--- src/rtl/serial_addsub_ctrl.sv ---
// serial_addsub_ctrl: bit-serial add/subtract sequencer sharing one full-adder cell
// Ports: clk, rst_n (async active-low); start/mode/a/b request in;
//        busy (RUN), done (1-cycle pulse), result/cout/overflow (registered, held until next done)
module fadder (
  input  logic x,
  input  logic y,
  input  logic cin,
  output logic s,
  output logic co
);
  assign s  = x ^ y ^ cin;
  assign co = (x & y) | (cin & (x ^ y));
endmodule

module serial_addsub_ctrl #(
  parameter int WIDTH = 4
) (
  input  logic             clk,
  input  logic             rst_n,
  input  logic             start,
  input  logic             mode,
  input  logic [WIDTH-1:0] a,
  input  logic [WIDTH-1:0] b,
  output logic             busy,
  output logic             done,
  output logic [WIDTH-1:0] result,
  output logic             cout,
  output logic             overflow
);
  localparam int CW = $clog2(WIDTH);
  typedef enum logic [1:0] {IDLE, RUN, DONE} state_t;
  state_t state, state_nx;
  logic [WIDTH-1:0] a_sr, b_sr, acc;
  logic [CW-1:0] cnt;
  logic carry, s, co, accept, last;
  fadder u_fa (.x(a_sr[0]), .y(b_sr[0]), .cin(carry), .s(s), .co(co));
  assign accept = start && state != RUN;
  assign last   = cnt == CW'(WIDTH - 1);
  assign busy   = state == RUN;
  assign done   = state == DONE;
  always_comb begin
    state_nx = IDLE;
    state_nx = accept ? RUN : (state == RUN) ? (last ? DONE : RUN) : IDLE;
  end
  always_ff @(posedge clk or negedge rst_n)
    if (!rst_n) state <= IDLE;
    else state <= state_nx;
  // subtract runs as a + ~b + 1: b is inverted on load and the carry seeded with 1
  always_ff @(posedge clk or negedge rst_n)
    if (!rst_n) begin
      a_sr     <= '0;
      b_sr     <= '0;
      acc      <= '0;
      cnt      <= '0;
      carry    <= 1'b0;
      result   <= '0;
      cout     <= 1'b0;
      overflow <= 1'b0;
    end else if (accept) begin
      a_sr  <= a;
      b_sr  <= mode ? ~b : b;
      carry <= mode;
      cnt   <= '0;
    end else if (state == RUN) begin
      a_sr  <= a_sr >> 1;
      b_sr  <= b_sr >> 1;
      acc   <= {s, acc[WIDTH-1:1]};
      carry <= co;
      cnt   <= cnt + 1'b1;
      // on the last bit, carry holds the carry into the MSB
      if (last) begin
        result   <= {s, acc[WIDTH-1:1]};
        cout     <= co;
        overflow <= carry ^ co;
      end
    end
endmodule
--- config.mk ---
export PLATFORM = sky130hd
export DESIGN_NAME = serial_addsub_ctrl
export DESIGN_NICKNAME = d
export VERILOG_FILES = /design/src/rtl/serial_addsub_ctrl.sv
export SDC_FILE = /design/constraint.sdc
export NUM_CORES = 1
export LEC_CHECK = 0
export ABC_AREA = 1
export ABC_CLOCK_PERIOD_IN_PS = 1800
export CAP_MARGIN = 20
export CORE_UTILIZATION = 27
export CTS_CLUSTER_DIAMETER = 40
export DETAILED_ROUTE_END_ITERATION = 7
export GPL_ROUTABILITY_DRIVEN = 0
export GPL_TIMING_DRIVEN = 1
export HOLD_SLACK_MARGIN = 0.12
export SYNTH_ARGS = -nofsm -noshare
export SYNTH_HDL_FRONTEND = slang
export SYNTH_SLANG_ARGS = --single-unit
--- constraint.sdc ---
create_clock -name clk -period 1.8 [get_ports clk]
set_input_delay 0.36 -clock clk [delete_from_list [all_inputs] [get_ports clk]]
set_output_delay 0.36 -clock clk [all_outputs]
set_load 0.01 [all_outputs]
==> results of run 1 <==
## per-layer routing
layer	wire length, µm	global-route usage [%]
met1	930	12.6
met2	870	18.1
met3	91	2.74
met4	34	5.23
met5	0	0
## flip-flops by register name, summed over array words and instances (netlist names)
signal	cells
result	4
cout	1
carry	1
acc	3
b_sr	4
cnt	2
a_sr	4
state	2
overflow	1
## Yosys cell counts (all sizes together)
| cell | instances | share of area (%) |
|---|---|---|
| nand3 | 16 | 8.0 |
| nor2 | 4 | 2.2 |
| fa | 1 | 2.0 |
| inv | 11 | 4.1 |
| buf | 2 | 1.9 |
| o21ai | 6 | 3.0 |
| ha | 1 | 1.2 |
| clkinv | 1 | 0.50 |
| dfrtp | 22 | 55 |
| nand2 | 48 | 19 |
| xor2 | 2 | 1.7 |
| a21oi | 2 | 1.7 |
## cell usage in the layout, fill, tap and decap left out, drive strengths merged
| cell | n |
|---|---|
| clkbuf | 4 |
| fa | 1 |
| a21oi | 2 |
| clkdlybuf4s50 | 18 |
| nand2 | 48 |
| dfrtp | 22 |
| buf | 2 |
| nor2 | 4 |
| clkinv | 1 |
| nand3 | 16 |
| xor2 | 2 |
| o21ai | 6 |
| ha | 1 |
| inv | 11 |
| dlymetal6s2s | 1 |
## cell families (layout without fill, tap and decap cells)
family                   after synthesis  after routing  share of synthesized area [%]
AO/OA/AOI/OAI                          8              8                           4.73
XOR/XNOR                               2              2                           1.74
adder cells (fa/ha/maj)                2              2                           3.23
buffers and inverters                 14             37                           6.47
flip-flops                            22             22                           54.7
AND/OR/NAND/NOR                       68             68                           29.1
## worst register-to-register path, delay by kind of cell (launching register included)
| kind | cells | cell delay, ps |
|---|---|---|
| XOR/XNOR | 1 | 180 |
| adder cells (fa/ha/maj) | 1 | 480 |
| flip-flops | 1 | 420 |
| AND/OR/NAND/NOR | 2 | 110 |
## through the flow
stage | instance area [µm²] | hold WS (ps) | cells | power (W)
2_1_floorplan | 1010 | 64.4 | 116 | 0.00140
3_3_place_gp | 1250 | 458 | 181 | 0.00165
3_5_place_dp | 1250 | 462 | 181 | 0.00168
4_1_cts | 1310 | 453 | 185 | 0.00204
5_1_grt | 1310 | 463 | 185 | 0.00219
6_report | 1310 | 441 | 185 | 0.00201
## repair_timing
item / CTS / global route
setup endpoints to repair: 0 / 1
resized for setup: 0 / 1
hold buffers: 0 / 0
## power groups by stage
stage	clock [W]	sequential [W]	combinational, W
2_1_floorplan	0	0.000842	0.000559
3_3_place_gp	0	0.000834	0.000818
3_5_place_dp	0	0.000839	0.000845
4_1_cts	0.000363	0.000829	0.000850
5_1_grt	0.000392	0.000849	0.000953
6_report	0.000353	0.000826	0.000834
## cell type report
type | count | area, µm² | area share, %
Sequential cell | 22 | 551 | 42.1
Multi-Input combinational cell | 80 | 390 | 29.9
Timing Repair Buffer | 21 | 208 | 15.9
Tap cell | 46 | 57.6 | 4.40
Clock buffer | 4 | 55.1 | 4.21
Inverter | 12 | 46.3 | 3.54
## worst max path at each step
stage,end,depth (start not counted),slack (ps)
floorplan,overflow,4,550
global placement,a_sr[3],5,340
detailed placement,carry,5,270
CTS,done,3,50
global route,busy,3,9
finish,busy,3,60
==> summary.txt, run 1 <==
Run status
  • Status: complete, no violations

Clocking
  • Num CTS Buffers: 3
  • CTS Buffer Depth: 2
  • Worst-Skew Late Latency: 260 ps
  • CTS root buf: clkbuf_8
  • CTS tree: yes
  • Clock Sinks: 22
  • Clock transition at the registers of the reported paths: about 80 ps
  • H-tree Lvls: 1
  • Setup Buffers After CTS: 0

Power and ir drop
  • Sw frac: between 30% and 40%
  • Net Sw Power: approximately 0.00075 W
  • Peak VDD IR: roughly 0.00041 V
  • Clock share of power: between 15 and 20%
  • Pwr per Cell Area: 1540 mW/mm²
  • Comb power frac: between 40% and 50%
  • Lkg Pwr: slightly below 0.7 nW
  • Sequential Power Share: between 40 and 50%
  • Cell Int Power: about 0.0013 W

Route
  • Vias per inst: 4.44
  • Total Wirelength: between 1500 and 2000 µm
  • Via count: a little over 800
  • Drt drc: 0
  • Iteration-0 DRC Markers: 34
  • Antenna Nets Post-Route: 0
  • Per-cell routed wire length: around 10 µm
  • Drt pass-1 iters: 4

STA
  • Slew @ Worst Pin: between 300 and 400 ps
  • Worst slew margin: approximately four fifths
  • Max frequency: 576 MHz
  • Final hold vios: 0
  • Worst setup margin: ~65 ps
  • Setup TNS: 0 ps
  • Period minus WS final: 1740 ps
  • Setup Viol. Count Final: 0
  • Final worst-path cycle share: ~96%
  • Clock Skews: roughly 7 ps
  • RSZ-0062 raised after global routing: false
  • Slew Limit Fails: 0

Die
  • Top-Level Pins: 20
  • Initial core utilization: between 20% and 30%
  • Cell row count: 21
  • Core area: 0.00344 mm²
  • Width of the die: roughly 63 µm
  • Die ar.: a little under 0.004 mm²
  • Die height: roughly 63 µm

Global route
  • First-pass GRT wire length: 3320 µm
  • GRT overflow: 0
  • GR Util All Layers: 10.8%
  • Largest net degree at the start of global routing: 23
  • Vias in the first global route: roughly 790
  • Initial antenna violation count: 0

Placed design
  • Final HPWL DP: between 1000 and 1500 µm
  • DP Worst Slack: about 270 ps
  • # port buffers: 19

Setup path
  • Reg2Reg Launch Point: carry
  • Worst R2R End: overflow
  • Slowest CP cell: clkdlybuf4s50_1
  • CP startpoint: state[0]
  • CP max FO: 4
  • Setup crit end kind: primary output
  • Crit Path Class: register to primary output
  • Slowest Stage Delay on Critical Path: ~530 ps
  • R2R setup slack: 510 ps
  • CP top delay family: buffers and inverters
  • Crit path cell chain: inv_2 > nor2_4 > clkdlybuf4s50_1
  • FF-to-FF path depth: 4
  • Arrival @ worst endpoint: roughly 1400 ps
  • Worst Path Required: 1440 ps
  • WP buf/inv: 2
  • CP startpoint kind: register

Finish
  • Final core utilization: between 30 and 40%
  • Fraction of layout cells with a size suffix above 1: 11.5%
  • Synth-to-Final Area Change: 30.0%
  • # diodes: 0
  • Fill cells: 371
  • Post-layout net count: roughly 150

Hold path
  • Worst hold path type: input pin to async pin

Yosys
  • Seq/Total Area, Yosys: between 50% and 60%
  • Synth Warn #: 0
  • Synth cell types: 17
  • Netlist area before placement: 0.00101 mm²
  • Yosys reg bits: 22
  • Mapped Avg Cell Area: around 8.7 µm²
  • Mapped Nets: 130
  • Synth Instances: around 120

Run
  • Max-cap violation count: 0
Note: power is estimated with default switching activity, not from simulation.
==> inputs of run 2 (changes only) <==
--- a/config.mk
+++ b/config.mk
@@ -8,12 +8,15 @@
 export ABC_AREA = 1
 export ABC_CLOCK_PERIOD_IN_PS = 1800
 export CAP_MARGIN = 20
+export CELL_PAD_IN_SITES_DETAIL_PLACEMENT = 2
+export CELL_PAD_IN_SITES_GLOBAL_PLACEMENT = 2
 export CORE_UTILIZATION = 27
 export CTS_CLUSTER_DIAMETER = 40
 export DETAILED_ROUTE_END_ITERATION = 7
 export GPL_ROUTABILITY_DRIVEN = 0
 export GPL_TIMING_DRIVEN = 1
 export HOLD_SLACK_MARGIN = 0.12
+export PLACE_DENSITY_LB_ADDON = 0.1
 export SYNTH_ARGS = -nofsm -noshare
 export SYNTH_HDL_FRONTEND = slang
 export SYNTH_SLANG_ARGS = --single-unit
==> run 2 against run 1 <==
  * Fmax grew 0.25%
  * Combinational power up 1%
  * Global-route usage increased by 1.9 points
  * Worst setup slack improved by 4.4 ps
  * Critical path depth unchanged
  * Clock skew fell by 4.2 ps
  * Core utilization unchanged
  * Register-to-register slack worse by 20 ps
  * Sequential power is 1% higher
  * Sequential share of layout area unchanged
  * Non-clock buffer count unchanged
  * Routed wire length increased by 20%
  * Largest cell class unchanged
==> summary.txt, run 2 (synthesis gave the netlist of run 1 again) <==
Run status
  • Status: complete, no violations

Clocking
  • CTS root buf: clkbuf_8
  • Num CTS Buffers: 3 (unchanged)
  • Worst-Skew Late Latency: 260 ps (about the same)
  • CTS tree: yes
  • Clock Sinks: 22 (unchanged)
  • H-tree Lvls: 1 (unchanged)
  • Clock transition at the registers of the reported paths: 70 ps (about the same)
  • CTS Buffer Depth: 2 (unchanged)

Power and ir drop
  • Pwr per Cell Area: 1550 mW/mm² (+0.91%)
  • Peak VDD IR: 0.000452 V (+10%)
  • Lkg Pwr: 0.673 nW (unchanged)

STA
  • Hold slack: 452 ps (+10.4 ps)
  • Max frequency: 578 MHz (+0.25%)
  • Setup Viol. Count Final: 0 (unchanged)
  • Worst slew margin: 78.9% (+0.12 points)
  • Clock Skews: 2.86 ps (-4.23 ps)
  • Slew @ Worst Pin: 316 ps (-1.78 ps)
  • Period minus WS final: 1730 ps (-4.39 ps)
  • Final hold vios: 0 (unchanged)
  • Setup TNS: 0 ps (unchanged)
  • RSZ-0062 raised after global routing: false
  • Final worst-path cycle share: 96.2% (-0.24 points)
  • Slew Limit Fails: 0 (unchanged)

Setup path
  • Reg2Reg Launch Point: carry
  • Arrival @ worst endpoint: 1370 ps (about the same)
  • Worst R2R End: overflow
  • Worst Path Required: 1440 ps (about the same)
  • FF-to-FF path depth: 4 (unchanged)
  • CP startpoint: state[0]
  • CP startpoint kind: register
  • Setup crit end kind: primary output
  • Crit Path Class: register to primary output
  • R2R setup slack: 490 ps (-20 ps)
  • CP max FO: 4 (unchanged)

Placed design
  • # port buffers: 19 (unchanged)
  • Placed Cells: 181 (unchanged)
  • Post-place instance area: 0.00125 mm² (unchanged)
  • Final HPWL DP: 1760 µm (+25%)

Finish
  • Regs by FF count: a_sr: 4 flops, b_sr: 4 flops, result: 4 flops
  • Fraction of layout cells with a size suffix above 1: 11.5% (unchanged)
  • Most frequent cells in the layout: nand2_1, dfrtp_1, clkdlybuf4s50_1, nand3_1, inv_1
  • Post-layout net count: 154 (unchanged)
  • Synth-to-Final Area Change: 30.0% (unchanged)
  • Design area: 0.00131 mm² (unchanged)
  • Most common cell after layout, fill and taps aside: nand2_1
  • # diodes: 0 (unchanged)
  • Fin cells: 185 (unchanged)
  • Fill cells: 401 (+8.1%)

Route
  • Iteration-0 DRC Markers: 17 (-50%)
  • Per-cell routed wire length: 12.5 µm (+20%)
  • Total Wirelength: 2320 µm (+20%)
  • Drt drc: 0 (unchanged)
  • Vias per inst: 4.57 (+2.9%)
  • Drt pass-1 iters: 2 (-2)
  • Via count: 846 (+2.9%)
  • Antenna Nets Post-Route: 0 (unchanged)

Run
  • Max-cap violation count: 0 (unchanged)

Die
  • Die ar.: 0.00397 mm² (unchanged)
  • Core area: 0.00344 mm² (unchanged)
  • Initial core utilization: 29.2% (unchanged)
  • Width of the die: 63.0 µm (unchanged)
  • Die height: 63.0 µm (unchanged)
  • Top-Level Pins: 20 (unchanged)
  • Cell row count: 21 (unchanged)

Global route
  • GR Util All Layers: 12.7% (+1.9 points)
  • GRT overflow: 0 (unchanged)
  • First-pass GRT wire length: 3920 µm (+18%)
  • Largest net degree at the start of global routing: 23 (unchanged)
  • Vias in the first global route: 915 (+17%)
  • Initial antenna violation count: 0 (unchanged)

Hold path
  • Worst hold path type: input pin to async pin
[run 2: cell counts in the layout (fill, tap and decap cells not counted)]
Identical to the previous run, type by type.
[run 2: routing by layer]
layer	vias to the layer above	global-route usage, %	part of all wire, %
li1	409	-	-
met1	417	13.7	41
met2	16	23.5	53
met3	4	2.92	3.7
met4	0	5.23	1.4
met5	-	0	0
[run 2: per-stage QoR]
| stage | setup WS, ps | power (W) | utilization [%] |
|---|---|---|---|
| global placement | 312 | 0.00167 | 36.3 |
| global route | 0.815 | 0.00221 | 38.0 |
| detailed placement | 263 | 0.00172 | 36.3 |
| CTS | 42.2 | 0.00209 | 37.9 |
| floorplan | 554 | 0.00140 | - |
| finish | 69.0 | 0.00203 | 38.0 |
[run 2: where the power goes]
part           switching, W  internal, W
registers          0.000135     0.000699
logic              0.000479     0.000365
clock network      0.000157     0.000195
total              0.000772      0.00126
[run 2: worst max-delay path, stage by stage (launching register included)]
cell and delay (ps):
dfrtp_1 440, inv_2 60, nor2_4 80, clkdlybuf4s50_1 530
[run 2: worst max-delay path by stage]
stage	cells past startpoint	to	slack [ps]
finish	3	busy	70
floorplan	4	overflow	550
global route	3	busy	0.8
detailed placement	5	b_sr[3]	260
CTS	3	done	40
global placement	5	a_sr[3]	310
[run 2: final cells by class]
type | instances | area [µm²] | share of cell area (%)
clock buffer | 4 | 55.1 | 4.21
tap | 46 | 57.6 | 4.40
inverter | 12 | 46.3 | 3.54
timing repair buffer | 21 | 208 | 15.9
sequential | 22 | 551 | 42.1
multi-input combinational | 80 | 390 | 29.9
[run 2: what timing repair did]
item / in CTS / in global routing
endpoints found under the hold margin: 0 / 0
buffers inserted: 0 / 0
endpoints found under the setup margin: 0 / 1
gates resized for setup: 0 / 1
hold buffers: 0 / 0
